## config.mk

```make
export PLATFORM = sky130hd
export DESIGN_NAME = mem_bus_arbiter
export DESIGN_NICKNAME = d
export VERILOG_FILES = /design/src/rtl/mem_bus_arbiter_pkg.sv /design/src/rtl/mem_bus_arbiter_rr_arb2.sv /design/src/rtl/mem_bus_arbiter.sv
export SDC_FILE = /design/constraint.sdc
export NUM_CORES = 1
export LEC_CHECK = 0
export ABC_AREA = 1
export CORE_ASPECT_RATIO = 0.5
export CORE_UTILIZATION = 38
export CTS_CLUSTER_DIAMETER = 150
export CTS_CLUSTER_SIZE = 12
export DETAILED_ROUTE_END_ITERATION = 10
export PLACE_DENSITY = 0.87
export SYNTH_ARGS = -nofsm -noshare
export SYNTH_HDL_FRONTEND = slang
export SYNTH_SLANG_ARGS = --single-unit
```

## constraint.sdc

```tcl
create_clock -name clk -period 1.86 [get_ports clk]
set_clock_uncertainty 0.05 [all_clocks]
set_input_delay 0.186 -clock clk [delete_from_list [all_inputs] [get_ports clk]]
set_output_delay 0.186 -clock clk [all_outputs]
set_load 0.01 [all_outputs]
```

## src/rtl/mem_bus_arbiter_pkg.sv

```systemverilog
`default_nettype none
// ============================================================================
// Module      : mem_bus_arbiter_pkg
// Description : Shared types and helpers for the APB memory bus arbiter.
//               - arb_state_t : sequencing states (IDLE/SETUP/ACCESS/RESP)
//               - gnt_t       : requester identity (fetch / data)
//               - apb_strb_w  : APB byte-strobe width for a data width
// Revision    : 1.0 - initial release
// ============================================================================
package mem_bus_arbiter_pkg;

  typedef enum logic [1:0] {
    ST_IDLE   = 2'd0,
    ST_SETUP  = 2'd1,
    ST_ACCESS = 2'd2,
    ST_RESP   = 2'd3
  } arb_state_t;

  typedef enum logic {
    GNT_FETCH = 1'b0,
    GNT_DATA  = 1'b1
  } gnt_t;

  function automatic int apb_strb_w(input int data_w);
    return data_w / 8;
  endfunction

endpackage : mem_bus_arbiter_pkg
`default_nettype wire

```

## src/rtl/mem_bus_arbiter_rr_arb2.sv

```systemverilog
`default_nettype none
// ============================================================================
// Module      : rr_arb2
// Description : Two-way round-robin picker. A lone request wins outright;
//               on a tie the requester that did not win last time is chosen.
// Ports       : req[1:0]   - request vector, bit 0 = fetch, bit 1 = data
//               last_grant - requester served by the previous transfer
//               gnt_valid  - at least one request present
//               gnt_id     - chosen requester
// Revision    : 1.0 - initial release
// ============================================================================
module rr_arb2
  import mem_bus_arbiter_pkg::*;
(
  input  logic [1:0] req,
  input  gnt_t       last_grant,
  output logic       gnt_valid,
  output gnt_t       gnt_id
);

  always_comb begin
    gnt_valid = |req;
    gnt_id    = GNT_FETCH;
    case (req)
      2'b01:   gnt_id = GNT_FETCH;
      2'b10:   gnt_id = GNT_DATA;
      2'b11:   gnt_id = (last_grant == GNT_FETCH) ? GNT_DATA : GNT_FETCH;
      default: gnt_id = GNT_FETCH;
    endcase
  end

endmodule : rr_arb2
`default_nettype wire

```

## src/rtl/mem_bus_arbiter.sv

```systemverilog
`default_nettype none
// ============================================================================
// Module      : mem_bus_arbiter
// Description : Shares one APB master port between the instruction-fetch
//               and load/store requesters. Arbitrates round-robin, runs the
//               APB SETUP/ACCESS sequence with a timeout watchdog and returns
//               registered read data with a one-cycle ready pulse.
// Ports       : clk, rst                      - clock, sync active-high reset
//               if_req/if_addr                - fetch request (level)
//               if_rdata/if_ready/if_err      - fetch completion
//               d_req/d_we/d_addr/d_wdata/d_strb - data request (level)
//               d_rdata/d_ready/d_err         - data completion
//               psel/penable/pwrite/paddr/pwdata/pstrb - APB master outputs
//               prdata/pready/pslverr         - APB slave responses
// Revision    : 1.0 - initial release
// ============================================================================
module mem_bus_arbiter
  import mem_bus_arbiter_pkg::*;
#(
  parameter int ADDR_W  = 32,
  parameter int DATA_W  = 32,
  parameter int TIMEOUT = 255
) (
  input  logic                clk,
  input  logic                rst,
  // fetch requester
  input  logic                if_req,
  input  logic [ADDR_W-1:0]   if_addr,
  output logic [DATA_W-1:0]   if_rdata,
  output logic                if_ready,
  output logic                if_err,
  // load/store requester
  input  logic                d_req,
  input  logic                d_we,
  input  logic [ADDR_W-1:0]   d_addr,
  input  logic [DATA_W-1:0]   d_wdata,
  input  logic [DATA_W/8-1:0] d_strb,
  output logic [DATA_W-1:0]   d_rdata,
  output logic                d_ready,
  output logic                d_err,
  // APB master
  output logic                psel,
  output logic                penable,
  output logic                pwrite,
  output logic [ADDR_W-1:0]   paddr,
  output logic [DATA_W-1:0]   pwdata,
  output logic [DATA_W/8-1:0] pstrb,
  input  logic [DATA_W-1:0]   prdata,
  input  logic                pready,
  input  logic                pslverr
);

  localparam int STRB_W = apb_strb_w(DATA_W);
  localparam int CNT_W  = $clog2(TIMEOUT + 1);
  localparam logic [CNT_W-1:0] c_timeout = CNT_W'(TIMEOUT);

  arb_state_t          r_state;
  arb_state_t          w_state_next;
  gnt_t                r_last_grant;
  gnt_t                r_gnt;
  logic [CNT_W-1:0]    r_cnt;
  logic [CNT_W-1:0]    w_cnt_inc;

  logic                w_gnt_valid;
  gnt_t                w_gnt_id;
  logic                w_grant_load;
  logic                w_done;
  logic                w_timeout;
  logic                w_complete;
  logic [DATA_W-1:0]   w_rdata_cap;
  logic                w_err_cap;

  logic                r_psel;
  logic                r_penable;
  logic                r_pwrite;
  logic [ADDR_W-1:0]   r_paddr;
  logic [DATA_W-1:0]   r_pwdata;
  logic [STRB_W-1:0]   r_pstrb;
  logic [DATA_W-1:0]   r_if_rdata;
  logic [DATA_W-1:0]   r_d_rdata;
  logic                r_if_ready;
  logic                r_d_ready;
  logic                r_if_err;
  logic                r_d_err;

  // Fetches are always word aligned, so the two address LSBs are dropped.
  logic                w_unused_addr_lsb;
  assign w_unused_addr_lsb = ^if_addr[1:0];

  rr_arb2 u_rr_arb2 (
    .req        ({d_req, if_req}),
    .last_grant (r_last_grant),
    .gnt_valid  (w_gnt_valid),
    .gnt_id     (w_gnt_id)
  );

  assign w_cnt_inc = r_cnt + {{(CNT_W-1){1'b0}}, 1'b1};

  // --------------------------------------------------------------------------
  // Sequencing FSM
  // --------------------------------------------------------------------------
  always_ff @(posedge clk) begin
    if (rst) begin
      r_state <= ST_IDLE;
    end else begin
      r_state <= w_state_next;
    end
  end

  always_comb begin
    w_state_next = r_state;
    w_grant_load = 1'b0;
    w_done       = 1'b0;
    w_timeout    = 1'b0;
    case (r_state)
      ST_IDLE: begin
        if (w_gnt_valid) begin
          w_grant_load = 1'b1;
          w_state_next = ST_SETUP;
        end
      end
      ST_SETUP: begin
        w_state_next = ST_ACCESS;
      end
      ST_ACCESS: begin
        // w_cnt_inc is the number of ACCESS cycles including this one.
        if (pready) begin
          w_done       = 1'b1;
          w_state_next = ST_RESP;
        end else if (w_cnt_inc == c_timeout) begin
          w_timeout    = 1'b1;
          w_state_next = ST_RESP;
        end
      end
      ST_RESP: begin
        // No arbitration here: a requester still holding req is picked up
        // in the following IDLE cycle.
        w_state_next = ST_IDLE;
      end
    endcase
  end

  assign w_complete  = w_done | w_timeout;
  // Write responses and errored/aborted reads return zero data.
  assign w_rdata_cap = (w_timeout | pslverr | r_pwrite) ? {DATA_W{1'b0}} : prdata;
  assign w_err_cap   = w_timeout | pslverr;

  // --------------------------------------------------------------------------
  // Transfer datapath
  // --------------------------------------------------------------------------
  always_ff @(posedge clk) begin
    if (rst) begin
      r_last_grant <= GNT_FETCH;
      r_gnt        <= GNT_FETCH;
      r_cnt        <= {CNT_W{1'b0}};
      r_psel       <= 1'b0;
      r_penable    <= 1'b0;
      r_pwrite     <= 1'b0;
      r_paddr      <= {ADDR_W{1'b0}};
      r_pwdata     <= {DATA_W{1'b0}};
      r_pstrb      <= {STRB_W{1'b0}};
      r_if_rdata   <= {DATA_W{1'b0}};
      r_d_rdata    <= {DATA_W{1'b0}};
      r_if_ready   <= 1'b0;
      r_d_ready    <= 1'b0;
      r_if_err     <= 1'b0;
      r_d_err      <= 1'b0;
    end else begin
      // Ready and error are single-cycle pulses aligned with RESP.
      r_if_ready <= 1'b0;
      r_d_ready  <= 1'b0;
      r_if_err   <= 1'b0;
      r_d_err    <= 1'b0;

      if (w_grant_load) begin
        r_gnt     <= w_gnt_id;
        r_psel    <= 1'b1;
        r_penable <= 1'b0;
        r_cnt     <= {CNT_W{1'b0}};
        if (w_gnt_id == GNT_DATA) begin
          r_pwrite <= d_we;
          r_paddr  <= d_addr;
          r_pwdata <= d_wdata;
          r_pstrb  <= d_we ? d_strb : {STRB_W{1'b0}};
        end else begin
          r_pwrite <= 1'b0;
          r_paddr  <= {if_addr[ADDR_W-1:2], 2'b00};
          r_pwdata <= {DATA_W{1'b0}};
          r_pstrb  <= {STRB_W{1'b0}};
        end
      end

      if (r_state == ST_SETUP) begin
        r_penable <= 1'b1;
      end

      if (r_state == ST_ACCESS) begin
        r_cnt <= w_cnt_inc;
      end

      if (w_complete) begin
        r_psel    <= 1'b0;
        r_penable <= 1'b0;
        if (r_gnt == GNT_DATA) begin
          r_d_rdata <= w_rdata_cap;
          r_d_err   <= w_err_cap;
          r_d_ready <= 1'b1;
        end else begin
          r_if_rdata <= w_rdata_cap;
          r_if_err   <= w_err_cap;
          r_if_ready <= 1'b1;
        end
      end

      if (r_state == ST_RESP) begin
        r_last_grant <= r_gnt;
      end
    end
  end

  assign psel     = r_psel;
  assign penable  = r_penable;
  assign pwrite   = r_pwrite;
  assign paddr    = r_paddr;
  assign pwdata   = r_pwdata;
  assign pstrb    = r_pstrb;
  assign if_rdata = r_if_rdata;
  assign if_ready = r_if_ready;
  assign if_err   = r_if_err;
  assign d_rdata  = r_d_rdata;
  assign d_ready  = r_d_ready;
  assign d_err    = r_d_err;

endmodule : mem_bus_arbiter
`default_nettype wire
```

### Yosys cells after proc, flatten, opt, wreduce, memory -nomap -nowiden

Index checks and enable logic that the tools add are counted.

* bits in registers: 151
* input bits: 139
* output and inout port bits: 139
* logic and storage cells: 66

* $add $sub $neg: 1
* equality and inequality tests: 8
* muxes and demuxes: 25
* bitwise logic cells: 5
* reduce and logical (&&, ||, !) cells: 11

Operators by type and width (number)
* 32-bit 2-to-1 mux: 3
* 8-bit 2-to-1 mux: 2
* 1-bit 2-to-1 mux: 13
* 8-bit by 1-bit adder with 8-bit output (second input constant): 1
* 2-bit equality test (second input constant): 4
* 8-bit equality test (second input constant): 1
* 4-bit 2-to-1 mux: 2
* 2-bit one-hot mux with 4 select lines: 1
* 2-bit 2-to-1 mux: 3
* 2-bit AND reduction: 3
* 2-bit OR reduction: 3
* 3-bit OR reduction: 2
* 2-bit nonzero test: 2
* 3-bit != test (second input constant): 1
* 1-bit bitwise OR: 3
* 2-bit by 1-bit equality test with 1-bit output (second input constant): 1
* 2-bit logical NOT: 1
* 2-bit by 1-bit != test with 1-bit output (second input constant): 1
* 1-bit inverter: 2
* 1-bit one-hot mux with 2 select lines: 1

### Depth between registers and ports, before layout

* depth in word-level cells: 8
* gate-level depth with buffers: 15
* gate-level depth less buffers: 13

### Modules after synthesis

From an unflattened synthesis, not the netlist that was laid out.

* cells, all modules: 1017
* area total of the unflattened synthesis: 6904.1 sq um

By module, submodules not included
* mem_bus_arbiter: instances 1, cells each 1014, area an instance 6889.1 sq um, seq. area each 3022.9 sq um
* rr_arb2: instances 1, cells each 3, area an instance 15.0 sq um, seq. area each 0.0 sq um

### Worst setup path before layout

No wires, ideal clock.

* path type: register to register
* from: register r_cnt[0]
* to: register r_d_rdata[10] (netlist: d_rdata[10])
* arrival: 1.665 ns
* setup slack: 0.033 ns
* cell stages (with the launch flop): 15
* cell sequence: dfxtp_1 -> ha_1 -> inv_1 -> nand2_1 -> nand2_1 -> nor2_1 -> nand3_1 -> nor2_1 -> nand2_1 -> nand2_2 -> nand3_2 -> buf_6 -> buf_2 -> nor2_1 -> nor2_1

* longest elaborated chain between the ends: 8
* elaborated cells between the ends (all ways): 10

RTL lines
* from (decl): line mem_bus_arbiter.sv:61 `logic [CNT_W-1:0] r_cnt;`
* from (signal assigned): line mem_bus_arbiter.sv:155 `r_cnt <= {CNT_W{1'b0}};`
* from (signal assigned): line mem_bus_arbiter.sv:179 `r_cnt <= {CNT_W{1'b0}};`
* from (signal assigned): line mem_bus_arbiter.sv:198 `r_cnt <= w_cnt_inc;`
* 8-bit by 1-bit adder with 8-bit output (*): line mem_bus_arbiter.sv:97 `assign w_cnt_inc = r_cnt + {{(CNT_W-1){1'b0}}, 1'b1};`
* 8-bit equality test (*): line mem_bus_arbiter.sv:130 `end else if (w_cnt_inc == c_timeout) begin`
* 1-bit 2-to-1 mux (*): line mem_bus_arbiter.sv:130
* 1-bit 2-to-1 mux (*): line mem_bus_arbiter.sv:127 `if (pready) begin`
* 1-bit 2-to-1 mux (*): line mem_bus_arbiter.sv:115 `case (r_state)`
* 1-bit bitwise OR (2 in a row): line mem_bus_arbiter.sv:145 `assign w_rdata_cap = (w_timeout | pslverr | r_pwrite) ? {DATA_W{1'b0}} : prdata;`
* 32-bit 2-to-1 mux: line mem_bus_arbiter.sv:145
* to (signal assigned): line mem_bus_arbiter.sv:163 `r_d_rdata <= {DATA_W{1'b0}};`
* to (signal assigned): line mem_bus_arbiter.sv:205 `r_d_rdata <= w_rdata_cap;`
* to (decl): line mem_bus_arbiter.sv:80 `logic [DATA_W-1:0] r_d_rdata;`

Every way passes the cells marked *; elsewhere a longest branch is shown, timed or not.
A chain may end at the register's enable or synchronous reset.

### Worst setup path after layout

* from: register r_cnt[0]
* to: register r_if_rdata[21] (netlist: if_rdata[21])

* longest elaborated chain between the ends: 8
* elaborated cells between the ends (all ways): 10

RTL lines
* 8-bit by 1-bit adder with 8-bit output (*): line mem_bus_arbiter.sv:97
* 8-bit equality test (*): line mem_bus_arbiter.sv:130
* 1-bit 2-to-1 mux (*): line mem_bus_arbiter.sv:130
* 1-bit 2-to-1 mux (*): line mem_bus_arbiter.sv:127
* 1-bit 2-to-1 mux (*): line mem_bus_arbiter.sv:115
* 1-bit bitwise OR (2 in a row): line mem_bus_arbiter.sv:145
* 32-bit 2-to-1 mux: line mem_bus_arbiter.sv:145
* to (signal assigned): line mem_bus_arbiter.sv:162 `r_if_rdata <= {DATA_W{1'b0}};`
* to (signal assigned): line mem_bus_arbiter.sv:209 `r_if_rdata <= w_rdata_cap;`
* to (decl): line mem_bus_arbiter.sv:79 `logic [DATA_W-1:0] r_if_rdata;`

Marked as above.

==> flow_summary.json <==
{
  "outcome": "finished, violations left",
  "violations": "setup timing",
  "antenna_found_initial": 0,
  "min_period_ps": 2200,
  "maxSlewHeadroom_pct": 57.4,
  "slew_violations": 0,
  "fin_crit_sh_pct": 118,
  "postCtsHoldBufs": 0,
  "end_kind": "flop",
  "drive_gt1_share_pct": 19.2,
  "finalInstanceArea_sq_mm": 0.0114,
  "chipHeight_um": 93.9,
  "synth_top_area_cell": "dfxtp_1",
  "path_class": "flop to flop",
  "powerDensity_mw_per_mm2": 1040,
  "clk_pin_slew_worst_paths_ps": 70,
  "via_per_inst": 4.89,
  "clock.fmax_mhz": 455,
  "fin_cells": 1492,
  "place_inst": 1425,
  "clkPwrFrac_pct": 28.4,
  "whs_ps": 252,
  "start_kind": "flop",
  "p_seq_share_pct": 34.5,
  "combPwrFrac_pct": 37.1,
  "synth_area_per_cell_sq_um": 6.70,
  "hpwl_um": 13700,
  "syn_nets": 1103,
  "hold_viol_final": 0,
  "diodes": 0,
  "rows": 33,
  "drtPass1Iterations": 5,
  "synth_cells": 958,
  "io_pins": 278,
  "fp.dieW_um": 186,
  "finalSetupTns_ps": -13080,
  "grt_pass1_wl_um": 33200,
  "cts_made_buffers": 17,
  "cts_tree": "yes",
  "required_ps": 2130,
  "gp_congestion": 0.890,
  "setup_violations": 68,
  "grt_usage_pct": 24.4,
  "grt_max_degree": 71,
  "grt_pass1_vias": 6761,
  "route.vias.total": 7302,
  "max-cap-violations": 0,
  "syn_area_sq_mm": 0.00642,
  "ant_nets": 0,
  "postPlaceCellArea_sq_mm": 0.00945,
  "ys_types": 23,
  "grt-ovfl-total": 0,
  "hp-class": "input pin to flop",
  "clock_latency_ps": 410,
  "io_buffers": 275,
  "power_switching_uw": 4070,
  "cts_max_path_buffers": 2,
  "drc": 0,
  "intPower_uw": 7830,
  "cts-root-buf": "clkbuf_16",
  "dieArea_sq_mm": 0.0174,
  "core_area_sq_mm": 0.0164,
  "htree_levels": 4,
  "routedWlPerCell_um": 16.6,
  "setup_ws_ps": -339,
  "yosysSeqAreaShare_pct": 47.1,
  "area_growth_syn_to_layout_pct": 77.4,
  "final_net_count": 1397,
  "p_leak_uw": 0.00481,
  "initialDrtViolationCount": 509,
  "synthTopCellsByArea": "dfxtp_1 47%, nand2_1 17%, nor2_1 10%, inv_1 7.0%, a21oi_1 4.1%",
  "ys_seq_elements": 151,
  "start_util_pct": 39.1,
  "ys_warn_count": 0,
  "max-vdd-ir-drop_uv": 593,
  "totalPowerFinal_uw": 11900,
  "worst_ep_arrival_time_ps": 2470,
  "yosys.area.top_type_share_pct": 47.1,
  "wirelength_um": 24800,
  "worst_slew_pin_slew_ps": 639,
  "p_sw_share_pct": 34.2,
  "rsz0062_at_grt": "true",
  "numClockSinks": 151,
  "path_max_fanout": 8
}
==> critical path, cell delays in order, from the launching register on <==
cell and delay [ps]:
dfxtp_4 360, ha_4 150, nand2_1 100, inv_1 120, nand2_2 80, nand2_1 90, nand2_1 100, nand2_2 110
nor2_4 40, nand2_2 70, nand3_4 180, buf_16 230, nor2_4 180, nor2_4 40, nor2_1 200
==> layer usage <==
| layer | track usage [%] | wire length [um] | vias to the layer above |
|---|---|---|---|
| met5 | 0 | 0 | - |
| met4 | 10.5 | 1160 | 0 |
| met3 | 5.54 | 1560 | 90 |
| met2 | 43.5 | 12500 | 337 |
| met1 | 28.3 | 9590 | 3377 |
| li1 | - | - | 3498 |
==> sequential cells by signal, indices dropped and copies added, names as in the netlist, 2 cells and up <==
signal	flops
if_rdata	32
r_cnt	8
pwdata	32
pstrb	4
paddr	32
r_state	2
d_rdata	32
==> synth_stat cells <==
cell / n
buf_2: 16
nand2_2: 12
nand3_1: 10
nand2_1: 299
clkbuf_1: 34
inv_1: 120
o21ai_0: 33
ha_1: 6
a31oi_1: 30
nor2_4: 1
o22ai_1: 1
nor3_1: 3
nor2_2: 1
o21ai_1: 1
nor2_1: 176
buf_6: 4
nand3_2: 2
or2_2: 1
clkinv_1: 1
inv_2: 1
a21oi_1: 53
dfxtp_1: 151
nand4_1: 2
==> cell families after synthesis <==
family / after synthesis / synth area share [%]
and+or+nand+nor: 507 / 30.8
buffers and inverters: 176 / 11.1
DFF: 151 / 47.1
AOI/OAI and AO/OA: 118 / 9.81
adders and majority gates: 6 / 1.17
==> timing repair <==
item	in CTS	in global routing
gates cloned	12	8
pin swaps	22	56
gates resized for setup	82	137
endpoints found under the setup margin	64	68
buffers inserted	12	4
==> per-stage QoR <==
step                      setup slack, ps  util [%]
after global routing                 -485      69.3
after CTS                           -87.4      65.2
after floorplan                      33.3         -
after global placement              -26.3      57.5
after detailed placement             -101      57.5
final                                -339      69.3
==> layout by cell type (no fill, tap or decap), types with 2 or more instances in the layout <==
| cell | Yosys | routed |
|---|---|---|
| nor2_4 | 1 | 47 |
| ha_1 | 6 | 4 |
| nand2_4 | 0 | 4 |
| ha_4 | 0 | 2 |
| buf_6 | 4 | 4 |
| clkinv_4 | 0 | 3 |
| nand3_4 | 0 | 3 |
| nor2_2 | 1 | 41 |
| a21oi_1 | 53 | 52 |
| buf_4 | 0 | 18 |
| clkbuf_16 | 0 | 25 |
| nand2_2 | 12 | 46 |
| inv_6 | 0 | 4 |
| nand3_1 | 10 | 7 |
| clkinvlp_4 | 0 | 5 |
| inv_8 | 0 | 2 |
| dfxtp_1 | 151 | 146 |
| buf_12 | 0 | 11 |
| dfxtp_2 | 0 | 4 |
| o21ai_0 | 33 | 33 |
| nand3_2 | 2 | 2 |
| buf_16 | 0 | 12 |
| nor2_1 | 176 | 90 |
| a31oi_1 | 30 | 30 |
| clkdlybuf4s50_1 | 0 | 274 |
| inv_1 | 120 | 120 |
| nand4_1 | 2 | 2 |
| nand2_1 | 299 | 261 |
| nor3_2 | 0 | 2 |
==> final timing paths <==
kind                                start           end  slack [ps]  depth (start not counted)
worst max-delay path             r_cnt[0]  if_rdata[21]        -340                         14
worst min-delay path                  rst  if_rdata[28]         250                          5
worst max register to register   r_cnt[0]  if_rdata[21]        -340                         14
worst min register to register  pwdata[3]     pwdata[3]         410                          2
==> layout make-up <==
type                    instances  area, sq um
inverters                     122          463
repair buffers                329         3690
fillers                      1189         5050
flip-flops and latches        151         3030
multi-input cells             631         3340
clock buffers                  18          429
clock inverters                14          143
well taps                     227          284
==> power groups by stage <==
stage / combinational (uW) / clock [uW] / sequential, uW
after global routing: 4740 / 3570 / 4160
after floorplan: 1510 / 0 / 4360
after global placement: 3530 / 0 / 4110
after detailed placement: 3660 / 0 / 4140
final: 4410 / 3380 / 4100
after CTS: 4080 / 3400 / 4090
No activity file was read; power rests on OpenSTA's default activity.
